==> config.mk <==
export PLATFORM = sky130hd
export DESIGN_NAME = eth_rmii_rx
export DESIGN_NICKNAME = d
export VERILOG_FILES = /design/src/rtl/eth_rmii_rx_pkg.sv /design/src/rtl/eth_crc32.sv /design/src/rtl/eth_rmii_rx.sv
export SDC_FILE = /design/constraint.sdc
export NUM_CORES = 1
export LEC_CHECK = 0
export ABC_AREA = 0
export CAP_MARGIN = 30
export CELL_PAD_IN_SITES_DETAIL_PLACEMENT = 1
export CELL_PAD_IN_SITES_GLOBAL_PLACEMENT = 2
export CORE_MARGIN = 1.5
export CORE_UTILIZATION = 25
export CTS_CLUSTER_DIAMETER = 30
export DETAILED_ROUTE_END_ITERATION = 10
export HOLD_SLACK_MARGIN = 0.08
export PLACE_DENSITY_LB_ADDON = 0.25
export SYNTH_ARGS = -nofsm -noshare
export SYNTH_HDL_FRONTEND = slang
export SYNTH_SLANG_ARGS = --single-unit
==> constraint.sdc <==
create_clock -name Eth_Clk -period 4.9 [get_ports Eth_Clk]
set_clock_uncertainty 0.2 [all_clocks]
set_input_delay 0.98 -clock Eth_Clk [delete_from_list [all_inputs] [get_ports Eth_Clk]]
set_output_delay 0.98 -clock Eth_Clk [all_outputs]
set_load 0.02 [all_outputs]
==> src/rtl/eth_rmii_rx_pkg.sv <==
// Shared definitions for the RMII receive path: CRC-32 constants, line-code dibits,
// receive FSM encoding and a byte-wide reflected CRC-32 step.
package eth_rmii_rx_pkg;

  localparam logic [31:0] CRC32_POLY_REFL = 32'hEDB88320;
  localparam logic [31:0] CRC32_RESIDUE   = 32'hDEBB20E3;
  localparam logic [31:0] CRC32_INIT      = 32'hFFFFFFFF;

  localparam logic [1:0] PREAMBLE_DIBIT = 2'b01;
  localparam logic [1:0] SFD_DIBIT      = 2'b11;

  typedef enum logic [1:0] {
    ST_IDLE = 2'd0,
    ST_PRE  = 2'd1,
    ST_DATA = 2'd2,
    ST_DROP = 2'd3
  } rx_state_t;

  // One byte through the LSB-first CRC-32 (no final inversion).
  function automatic logic [31:0] crc32_byte(input logic [31:0] crc, input logic [7:0] data);
    logic [31:0] c;
    c = crc ^ {24'd0, data};
    for (int i = 0; i < 8; i++) begin
      c = c[0] ? ((c >> 1) ^ CRC32_POLY_REFL) : (c >> 1);
    end
    return c;
  endfunction

endpackage

==> src/rtl/eth_crc32.sv <==
// Byte-wide reflected CRC-32 register; Init has priority over En. Shared by RX and TX.
module eth_crc32
  import eth_rmii_rx_pkg::*;
(
  input  logic        clk,
  input  logic        Init,
  input  logic        En,
  input  logic [7:0]  Data,
  output logic [31:0] Crc
);

  logic [31:0] crc_q;
  logic [31:0] crc_d;

  always_comb begin
    crc_d = crc_q;
    if (Init) begin
      crc_d = CRC32_INIT;
    end else if (En) begin
      crc_d = crc32_byte(crc_q, Data);
    end
  end

  always_ff @(posedge clk) begin
    crc_q <= crc_d;
  end

  assign Crc = crc_q;

endmodule

==> src/rtl/eth_rmii_rx.sv <==
// RMII 100 Mb/s receive front end: preamble/SFD hunt, dibit-to-byte packing,
// length and FCS checking, framing strobes and saturating frame/error counters.
module eth_rmii_rx
  import eth_rmii_rx_pkg::*;
#(
  parameter int MIN_PRE_DIBITS = 8,
  parameter int MIN_BYTES      = 64,
  parameter int MAX_BYTES      = 1522
) (
  input  logic        Eth_Clk,
  input  logic        Eth_Rst,
  input  logic        Crs_Dv,
  input  logic [1:0]  Rxd,
  output logic [7:0]  Eth_Byte_Rx,
  output logic        Eth_Byte_Valid_Rx,
  output logic        Eth_Sof_Rx,
  output logic        Eth_Eof_Rx,
  output logic        Eth_Frame_Good_Rx,
  output logic        Eth_Frame_Bad_Rx,
  output logic [15:0] Rx_Frame_Cnt,
  output logic [15:0] Rx_Err_Cnt
);

  localparam logic [3:0]  MIN_PRE = 4'(MIN_PRE_DIBITS);
  localparam logic [10:0] MIN_LEN = 11'(MIN_BYTES);
  localparam logic [10:0] MAX_LEN = 11'(MAX_BYTES);

  logic       crs_q, crs_qq, smp_q;
  logic [1:0] rxd_q;

  rx_state_t   state_q, state_d;
  logic        boot_q, boot_d;
  logic [3:0]  pre_cnt_q, pre_cnt_d;
  logic [1:0]  idx_q, idx_d;
  logic [5:0]  shreg_q, shreg_d;
  logic [10:0] byte_cnt_q, byte_cnt_d;
  logic        drop_bad_q, drop_bad_d;
  logic [7:0]  byte_q, byte_d;
  logic        valid_q, valid_d;
  logic        sof_q, sof_d;
  logic        eof_q, eof_d;
  logic        good_q, good_d;
  logic        bad_q, bad_d;
  logic [15:0] frame_cnt_q, frame_cnt_d;
  logic [15:0] err_cnt_q, err_cnt_d;

  logic        carrier_end;
  logic        frame_ok;
  logic        crc_init, crc_en;
  logic [7:0]  crc_data;
  logic [31:0] crc_val;

  // smp_q marks that crs_q holds a real pin sample rather than its reset value.
  always_ff @(posedge Eth_Clk) begin
    if (Eth_Rst) begin
      crs_q  <= 1'b0;
      crs_qq <= 1'b0;
      rxd_q  <= 2'b00;
      smp_q  <= 1'b0;
    end else begin
      crs_q  <= Crs_Dv;
      crs_qq <= crs_q;
      rxd_q  <= Rxd;
      smp_q  <= 1'b1;
    end
  end

  eth_crc32 u_crc (
    .clk  (Eth_Clk),
    .Init (crc_init),
    .En   (crc_en),
    .Data (crc_data),
    .Crc  (crc_val)
  );

  // One low cycle is the RMII end-of-frame toggle and still carries data.
  assign carrier_end = !crs_q && !crs_qq;

  always_comb begin
    state_d     = state_q;
    boot_d      = boot_q;
    pre_cnt_d   = pre_cnt_q;
    idx_d       = idx_q;
    shreg_d     = shreg_q;
    byte_cnt_d  = byte_cnt_q;
    drop_bad_d  = drop_bad_q;
    byte_d      = byte_q;
    valid_d     = 1'b0;
    sof_d       = 1'b0;
    eof_d       = 1'b0;
    good_d      = 1'b0;
    bad_d       = 1'b0;
    frame_cnt_d = frame_cnt_q;
    err_cnt_d   = err_cnt_q;
    crc_init    = Eth_Rst;
    crc_en      = 1'b0;
    crc_data    = {rxd_q, shreg_q};
    frame_ok    = (crc_val == CRC32_RESIDUE) && (byte_cnt_q >= MIN_LEN) &&
                  (byte_cnt_q <= MAX_LEN) && !idx_q[1];

    case (state_q)
      ST_IDLE: begin
        if (boot_q) begin
          // A carrier already up at the first real sample is a frame we joined late.
          if (smp_q) begin
            boot_d = 1'b0;
            if (crs_q) begin
              state_d    = ST_DROP;
              drop_bad_d = 1'b0;
            end
          end
        end else if (crs_q && rxd_q == PREAMBLE_DIBIT) begin
          state_d   = ST_PRE;
          pre_cnt_d = 4'd1;
        end
      end

      ST_PRE: begin
        if (carrier_end) begin
          state_d = ST_IDLE;
        end else if (rxd_q == PREAMBLE_DIBIT) begin
          if (pre_cnt_q != 4'hF) begin
            pre_cnt_d = pre_cnt_q + 4'd1;
          end
        end else if (rxd_q == SFD_DIBIT && pre_cnt_q >= MIN_PRE) begin
          state_d    = ST_DATA;
          idx_d      = 2'd0;
          byte_cnt_d = 11'd0;
          crc_init   = 1'b1;
        end else begin
          state_d = ST_IDLE;
        end
      end

      ST_DATA: begin
        if (carrier_end) begin
          state_d = ST_IDLE;
          eof_d   = 1'b1;
          good_d  = frame_ok;
          bad_d   = !frame_ok;
        end else begin
          idx_d = idx_q + 2'd1;
          case (idx_q)
            2'd0: shreg_d[1:0] = rxd_q;
            2'd1: shreg_d[3:2] = rxd_q;
            2'd2: shreg_d[5:4] = rxd_q;
            default: begin
              if (byte_cnt_q >= MAX_LEN) begin
                state_d    = ST_DROP;
                drop_bad_d = 1'b1;
              end else begin
                byte_d  = {rxd_q, shreg_q};
                valid_d = 1'b1;
                sof_d   = (byte_cnt_q == 11'd0);
                crc_en  = 1'b1;
                if (byte_cnt_q != 11'h7FF) begin
                  byte_cnt_d = byte_cnt_q + 11'd1;
                end
              end
            end
          endcase
        end
      end

      default: begin
        if (carrier_end) begin
          state_d    = ST_IDLE;
          eof_d      = drop_bad_q;
          bad_d      = drop_bad_q;
          drop_bad_d = 1'b0;
        end
      end
    endcase

    if (good_d && frame_cnt_q != 16'hFFFF) begin
      frame_cnt_d = frame_cnt_q + 16'd1;
    end
    if (bad_d && err_cnt_q != 16'hFFFF) begin
      err_cnt_d = err_cnt_q + 16'd1;
    end
  end

  always_ff @(posedge Eth_Clk) begin
    if (Eth_Rst) begin
      state_q     <= ST_IDLE;
      boot_q      <= 1'b1;
      pre_cnt_q   <= 4'd0;
      idx_q       <= 2'd0;
      shreg_q     <= 6'd0;
      byte_cnt_q  <= 11'd0;
      drop_bad_q  <= 1'b0;
      byte_q      <= 8'd0;
      valid_q     <= 1'b0;
      sof_q       <= 1'b0;
      eof_q       <= 1'b0;
      good_q      <= 1'b0;
      bad_q       <= 1'b0;
      frame_cnt_q <= 16'd0;
      err_cnt_q   <= 16'd0;
    end else begin
      state_q     <= state_d;
      boot_q      <= boot_d;
      pre_cnt_q   <= pre_cnt_d;
      idx_q       <= idx_d;
      shreg_q     <= shreg_d;
      byte_cnt_q  <= byte_cnt_d;
      drop_bad_q  <= drop_bad_d;
      byte_q      <= byte_d;
      valid_q     <= valid_d;
      sof_q       <= sof_d;
      eof_q       <= eof_d;
      good_q      <= good_d;
      bad_q       <= bad_d;
      frame_cnt_q <= frame_cnt_d;
      err_cnt_q   <= err_cnt_d;
    end
  end

  assign Eth_Byte_Rx       = byte_q;
  assign Eth_Byte_Valid_Rx = valid_q;
  assign Eth_Sof_Rx        = sof_q;
  assign Eth_Eof_Rx        = eof_q;
  assign Eth_Frame_Good_Rx = good_q;
  assign Eth_Frame_Bad_Rx  = bad_q;
  assign Rx_Frame_Cnt      = frame_cnt_q;
  assign Rx_Err_Cnt        = err_cnt_q;

endmodule

---- Yosys cells after proc, flatten, opt, wreduce, memory -nomap -nowiden ----
Cells that the tools add are included.
word-level totals
  flip-flop bits (word level) ............. 109
  latch bits .............................. 0
  RAM bits ................................ 0
  memory bits (read-only) ................. 0
  input bits .............................. 5
  output and inout bits ................... 45
  word-level logic and storage cells ...... 173
  memories kept ........................... 0
operators by class
  add/sub/neg operators ................... 5
  multiply operators ...................... 0
  div/mod/pow operators ................... 0
  $lt $le $gt $ge ......................... 4
  equality and inequality tests ........... 32
  shift operators ......................... 0
  muxes and demuxes ....................... 65
  bitwise operators ....................... 14
  reductions and logical operators ........ 31
operators by type and width
  operator                 count
  $mux W32                 8
  $not A13 Y14             8
  $mux W11                 7
  $add A16 B1 Y16 const B  2
  $eq A32 B32 Y1 const B   1
  $ne A16 B16 Y1 const B   2
  $xor A32 B8 Y32          1
  $mux W2                  15
  $ne A2 B2 Y1 const B     15
  $mux W1                  23
  $pmux W11 S2             1
  $mux W4                  5
  $ne A3 B3 Y1 const B     6
  $reduce_and A8 Y1        2
  $add A11 B1 Y11 const B  1
  $ge A11 B11 Y1 const B   1
  $ge A11 B7 Y1 const B    1
  $le A11 B11 Y1 const B   1
  $logic_not A11 Y1        1
  $ne A11 B11 Y1 const B   1
  $reduce_and A3 Y1        3
  $logic_and A1 B1 Y1      8
  $pmux W4 S2              1
  $reduce_and A7 Y1        1
  other kinds (22)         36

---- Depth between registers and ports, before layout ----
  depth in word-level cells ............... 17
  depth in mapped cells ................... 9
  mapped depth without buffers ............ 8

---- Hierarchy ----
Synthesis repeated with hierarchy kept, for this count alone.
unflattened totals
  cell total of the unflattened synthesis .. 611
  area total of the unflattened synthesis .. 5,784.3 µm²
by module, submodules not included
  module       times used  cells an instance  area each (µm²)  sequential area each (µm²)
  eth_rmii_rx  1           441                3,747.3          1,541.5
  eth_crc32    1           170                2,037.0          640.6

---- Worst setup path before layout ----
OpenSTA, ideal clock, no wires.
  path kind ............................... reg2reg
  start ................................... register err_cnt_q[6], in the netlist Rx_Err_Cnt[6]
  end ..................................... register err_cnt_q[15], in the netlist Rx_Err_Cnt[15]
  setup time .............................. 0.123 ns
  arrival ................................. 2.057 ns
  required time ........................... 4.577 ns
  path slack .............................. 2.520 ns
  stages on the path, launching flop included .. 9
  path buffers ............................ 1
  period minus slack after synthesis ...... 2.380 ns
  path through ............................ dfxtp_1 and4_1 nand3_1 nor4_1 nor2_1 clkbuf_1 o21ai_1 nor4_2 mux2_1
between the ends
  longest elaborated chain between the ends .. 2
  elaborated cells on any way between the ends .. 3
  classes of those cells .................. add/sub: 1; eq/ne: 1; reduce/logical: 1
RTL lines
  what                                                     RTL line            source
  from (decl)                                              eth_rmii_rx.sv:45   logic [15:0] err_cnt_q, err_cnt_d;
  from (signal assigned)                                   eth_rmii_rx.sv:215  err_cnt_q <= err_cnt_d;
  branches (longest 2 deep; another with $add A16 B1 Y16)  n/a
Parallel ways; which one is timed is not known.
A chain may end at the register's enable or synchronous reset.

---- Final worst setup path ----
  start ................................... register crs_q
  end ..................................... register err_cnt_q[9], in the netlist Rx_Err_Cnt[9]
between the ends
  longest elaborated chain between the ends .. 5
  elaborated cells on any way between the ends .. 6
  classes of those cells .................. mux: 3; reduce/logical: 3
RTL lines
  what                               RTL line                                source
  from (decl)                        eth_rmii_rx.sv:28                       logic crs_q, crs_qq, smp_q;
  from (signal assigned)             eth_rmii_rx.sv:61                       crs_q <= Crs_Dv;
  $logic_not A1 Y1 *                 eth_rmii_rx.sv:77                       assign carrier_end = !crs_q && !crs_qq;
  $logic_and A1 B1 Y1 *              eth_rmii_rx.sv:77
  $mux W1, on equally long branches  eth_rmii_rx.sv:166, eth_rmii_rx.sv:136
  $pmux W1 S2 *                      eth_rmii_rx.sv:101                      case (state_q)
  $logic_and A1 B1 Y1 *              eth_rmii_rx.sv:178                      if (bad_d && err_cnt_q != 16'hFFFF) begin
Every way passes the cells marked *; elsewhere a longest branch is shown, timed or not.

==> impl_metrics.csv <==
group,metric,value,unit
run_status,run_status,"complete, no violations",
floorplan,dieArea,22300,um^2
placed_design,gp_congestion,0.743,
timing,hold_ws,0.264,ns
clocking,clock_tree_from_tritoncts,"yes",
clocking,clock_latency_late_sink,0.36,ns
drt,met3_length,487,um
power,irDropWorstVdd,0.000157,V
power,power_density,281,nW/um^2
timing,final_period_minus_worst_setup_slack,3.02,ns
drt,vias_per_cell,4.68,
worst_hold_path,whs_path_depth,2,
floorplan,core.rowCount,53,
yosys,synthMostInstantiatedCell,"sky130_fd_sc_hd__dfxtp_1",
yosys,ys_seq_elements,109,
worst_setup_path,cp.required,5.00,ns
drt,drt-pass1-iter-count,4,
final_layout,final_layout_net_count,670,
worst_setup_path,critPathKind,"register to register",
timing,hold_viol,0,
yosys,count_of_mapped_cells_out_of_synthesis,622,
yosys,post_synth_top_flop,"sky130_fd_sc_hd__dfxtp_1",
global_routing,grt_pass1_vias,4514,
drt,drt-wirelength-per-cell,15.4,um
worst_setup_path,cp.depth,6,
power,leakage,2.29,nW
drt,dr.first_iter.drc_count,203,
clocking,cts_buffers,9,
timing,finalSetupTns,0,ns
yosys,yosys-top-cells-area,"sky130_fd_sc_hd__dfxtp_1 (41%), sky130_fd_sc_hd__xnor2_1 (9.3%), sky130_fd_sc_hd__xor2_1 (7.2%), sky130_fd_sc_hd__nand2_1 (6.4%), sky130_fd_sc_hd__nor2_1 (4.4%)",
yosys,syn-mean-instance-area,8.62,um^2
drt,detail_route.wirelength,14.4,mm
yosys,yosys.cell_types.count,59,
yosys,synth.largest_area_cell,"sky130_fd_sc_hd__dfxtp_1",
worst_setup_path,critPathSlowestCell,"sky130_fd_sc_hd__a211oi_2",
run,number_of_maximum_capacitance_constraint_violations,0,
timing,clock.fmax,331,MHz
drt,drc,0,
placed_design,portBuffers,49,
floorplan,chipHeight,149,um
clocking,hold_buffers,0,
global_routing,remaining_global_route_overflow,0,
clocking,htree_num_levels,3,
yosys,netlist_top_cells_count,"sky130_fd_sc_hd__dfxtp_1 (109), sky130_fd_sc_hd__nand2_1 (91), sky130_fd_sc_hd__nor2_1 (63)",
worst_setup_path,cp_bufs_invs,0,
floorplan,die_x,149,um
worst_hold_path,hold_path_class,"register to register",
timing,slew_violations,0,
timing,tightest_slew,0.969,ns
global_routing,wire_length_of_the_first_global_routing_pass,24.1,mm
worst_setup_path,cell_family_with_most_cp_delay,"simple AND/OR/NAND/NOR gates",
timing,finalCritPeriodShare,61.6,%
yosys,synth.net_count,637,
worst_setup_path,stage_delay_of_the_slowest_cell_on_the_critical_path,0.66,ns
global_routing,grt_max_degree,71,
worst_setup_path,critical_path.cell_chain,"nor2_1 > nand2_1 > a211oi_2 > nor2_2 > or4_1 > a21oi_1",
clocking,cts_num_sinks,109,
global_routing,initial_antenna_violation_count,0,
yosys,combined_area_of_all_synthesized_cells,5360,um^2
drt,route.vias.total,4378,
worst_setup_path,ff2ff_path_depth,6,
worst_setup_path,worst_ep_arrival_time,3.11,ns
yosys,synth_sequential_area_ratio,40.7,%
clocking,post-cts-setup-buffers,0,
drt,route.top_layer_used,"met4",
final_layout,synthToLayoutAreaGrowth,19.9,%
timing,unrepaired_setup_endpoints_after_global_routing,"no",
floorplan,io_pins,50,
final_layout,drive_above_1_share,6.52,%
yosys,synth_top_area_share,40.7,%
yosys,synth_edf_count,0,
final_layout,insertedDiodeCount,0,
worst_setup_path,critical_path.endpoint_type,"register",
clocking,ctsLongestPathBuffers,2,
worst_setup_path,critPathMaxFanout,11,
clocking,clockRootBuffer,"sky130_fd_sc_hd__clkbuf_16",
yosys,synthesis.yosys.warnings,0,
floorplan,initial_utilization,25.5,%
timing,worst_case_headroom_to_the_max_slew_limit,35.2,%
drt,drtAntennaViolNets,0,
worst_setup_path,type_of_element_launching_the_critical_path,"register",
yosys,asyncSetResetFlopFracSynth,0,%
clocking,clk_pin_slew_worst_paths,0.08,ns
placed_design,post_detailed_placement_half_perimeter_wirelength,10.5,mm
timing,finalSetupViolCount,0,
clocking,cts_resized,0,
global_routing,grt_usage,13.7,%
drt,met2_length,6.41,mm
drt,metal1_wirelength,7.38,mm
floorplan,design.core.area,21000,um^2
final cells by class:
cell class | instances | area, um^2
Clock buffer | 10 | 239
Fill cell | 2475 | 14600
Timing Repair Buffer | 52 | 508
Inverter | 11 | 41.3
Clock inverter | 6 | 91.3
Multi-Input combinational cell | 472 | 3030
Tap cell | 275 | 344
Sequential cell | 109 | 2180
placed cells by master (no fill, tap or decap), types with 3 or more instances in the layout:
master                            synthesis  final
sky130_fd_sc_hd__nand4_1                 18     18
sky130_fd_sc_hd__and3_1                   7      7
sky130_fd_sc_hd__nor2b_1                  8      8
sky130_fd_sc_hd__xnor2_2                  5      5
sky130_fd_sc_hd__nor3_1                  10     10
sky130_fd_sc_hd__a21oi_1                 28     27
sky130_fd_sc_hd__dfxtp_1                109    109
sky130_fd_sc_hd__a211oi_1                 3      3
sky130_fd_sc_hd__inv_1                   11     11
sky130_fd_sc_hd__clkdlybuf4s50_1          0     48
sky130_fd_sc_hd__nor3_2                   3      3
sky130_fd_sc_hd__o211ai_1                31     31
sky130_fd_sc_hd__xor2_1                  44     44
sky130_fd_sc_hd__nor4_1                   3      3
sky130_fd_sc_hd__nand2_1                 91     90
sky130_fd_sc_hd__a31oi_1                  5      5
sky130_fd_sc_hd__xnor2_1                 57     57
sky130_fd_sc_hd__o21ai_0                 12     12
sky130_fd_sc_hd__clkbuf_16                0      9
sky130_fd_sc_hd__buf_4                    1      3
sky130_fd_sc_hd__or3_1                    3      3
sky130_fd_sc_hd__nand3_1                 25     25
sky130_fd_sc_hd__nor2_1                  63     63
sky130_fd_sc_hd__ha_1                    10     10
sky130_fd_sc_hd__and4_1                   3      3
sky130_fd_sc_hd__nand2b_1                 3      3
sky130_fd_sc_hd__inv_6                    0      3
sky130_fd_sc_hd__and2_1                   4      4
registers in the layout, indices dropped and copies added, names as in the netlist, 2 cells and up:
| signal | cells |
|---|---|
| Eth_Byte_Rx | 8 |
| Rx_Err_Cnt | 16 |
| Rx_Frame_Cnt | 16 |
| byte_cnt_q | 11 |
| idx_q | 2 |
| pre_cnt_q | 4 |
| rxd_q | 2 |
| shreg_q | 6 |
| state_q | 2 |
| u_crc.Crc | 32 |
tightest hold or removal path, stage by stage, from the launching register on:
cell,delay (ns)
sky130_fd_sc_hd__dfxtp_1,0.32
sky130_fd_sc_hd__nand2_1,0.05
sky130_fd_sc_hd__a21oi_1,0.05
path summary, 6_finish.rpt:
kind                                     start        endpoint  slack, ns
worst max-delay path                     crs_q   Rx_Err_Cnt[9]       1.88
worst min-delay path            Eth_Byte_Rx[7]  Eth_Byte_Rx[7]       0.26
worst max register to register           crs_q   Rx_Err_Cnt[9]       1.88
worst min register to register  Eth_Byte_Rx[7]  Eth_Byte_Rx[7]       0.26
layer usage:
metal | vias to the layer above | GRT usage [%]
li1 | 2199 | -
met1 | 2101 | 19.2
met2 | 67 | 21.4
met3 | 11 | 2.90
met4 | 0 | 3.66
met5 | - | 0
cells by family (layout without fill, tap and decap cells):
kind of cell / count (synthesis) / count (layout) / share of synthesized area [%]
adders and majority gates: 10 / 10 / 2.33
muxes: 3 / 3 / 0.606
AOI/OAI and AO/OA: 97 / 97 / 12.1
and+or+nand+nor: 256 / 256 / 23.2
xor gates and xnor gates: 106 / 106 / 18.0
buffers and inverters: 41 / 79 / 3.03
DFF: 109 / 109 / 40.7
metrics by stage:
| stage | area, um^2 | instances | power, W | worst slack (ns) | util (%) |
|---|---|---|---|---|---|
| floorplan | 5360 | 622 | 0.000975 | 2.52 | - |
| global placement | 6100 | 919 | 0.000998 | 1.94 | 29.0 |
| detailed placement | 6100 | 919 | 0.000999 | 1.89 | 29.0 |
| finish | 6430 | 935 | 0.00181 | 1.88 | 30.6 |
| CTS | 6430 | 935 | 0.00184 | 1.85 | 30.6 |
| global route | 6430 | 935 | 0.00189 | 1.58 | 30.6 |
power by group:
group | switching [W] | internal [W] | total (W) | leakage (nW)
clock | 0.000363 | 0.000468 | 0.000831 | 0.164
combinational | 0.0000494 | 0.0000284 | 0.0000778 | 1.24
sequential | 0.00000923 | 0.000890 | 0.000899 | 0.881
Note: power is estimated with default switching activity, not from simulation.
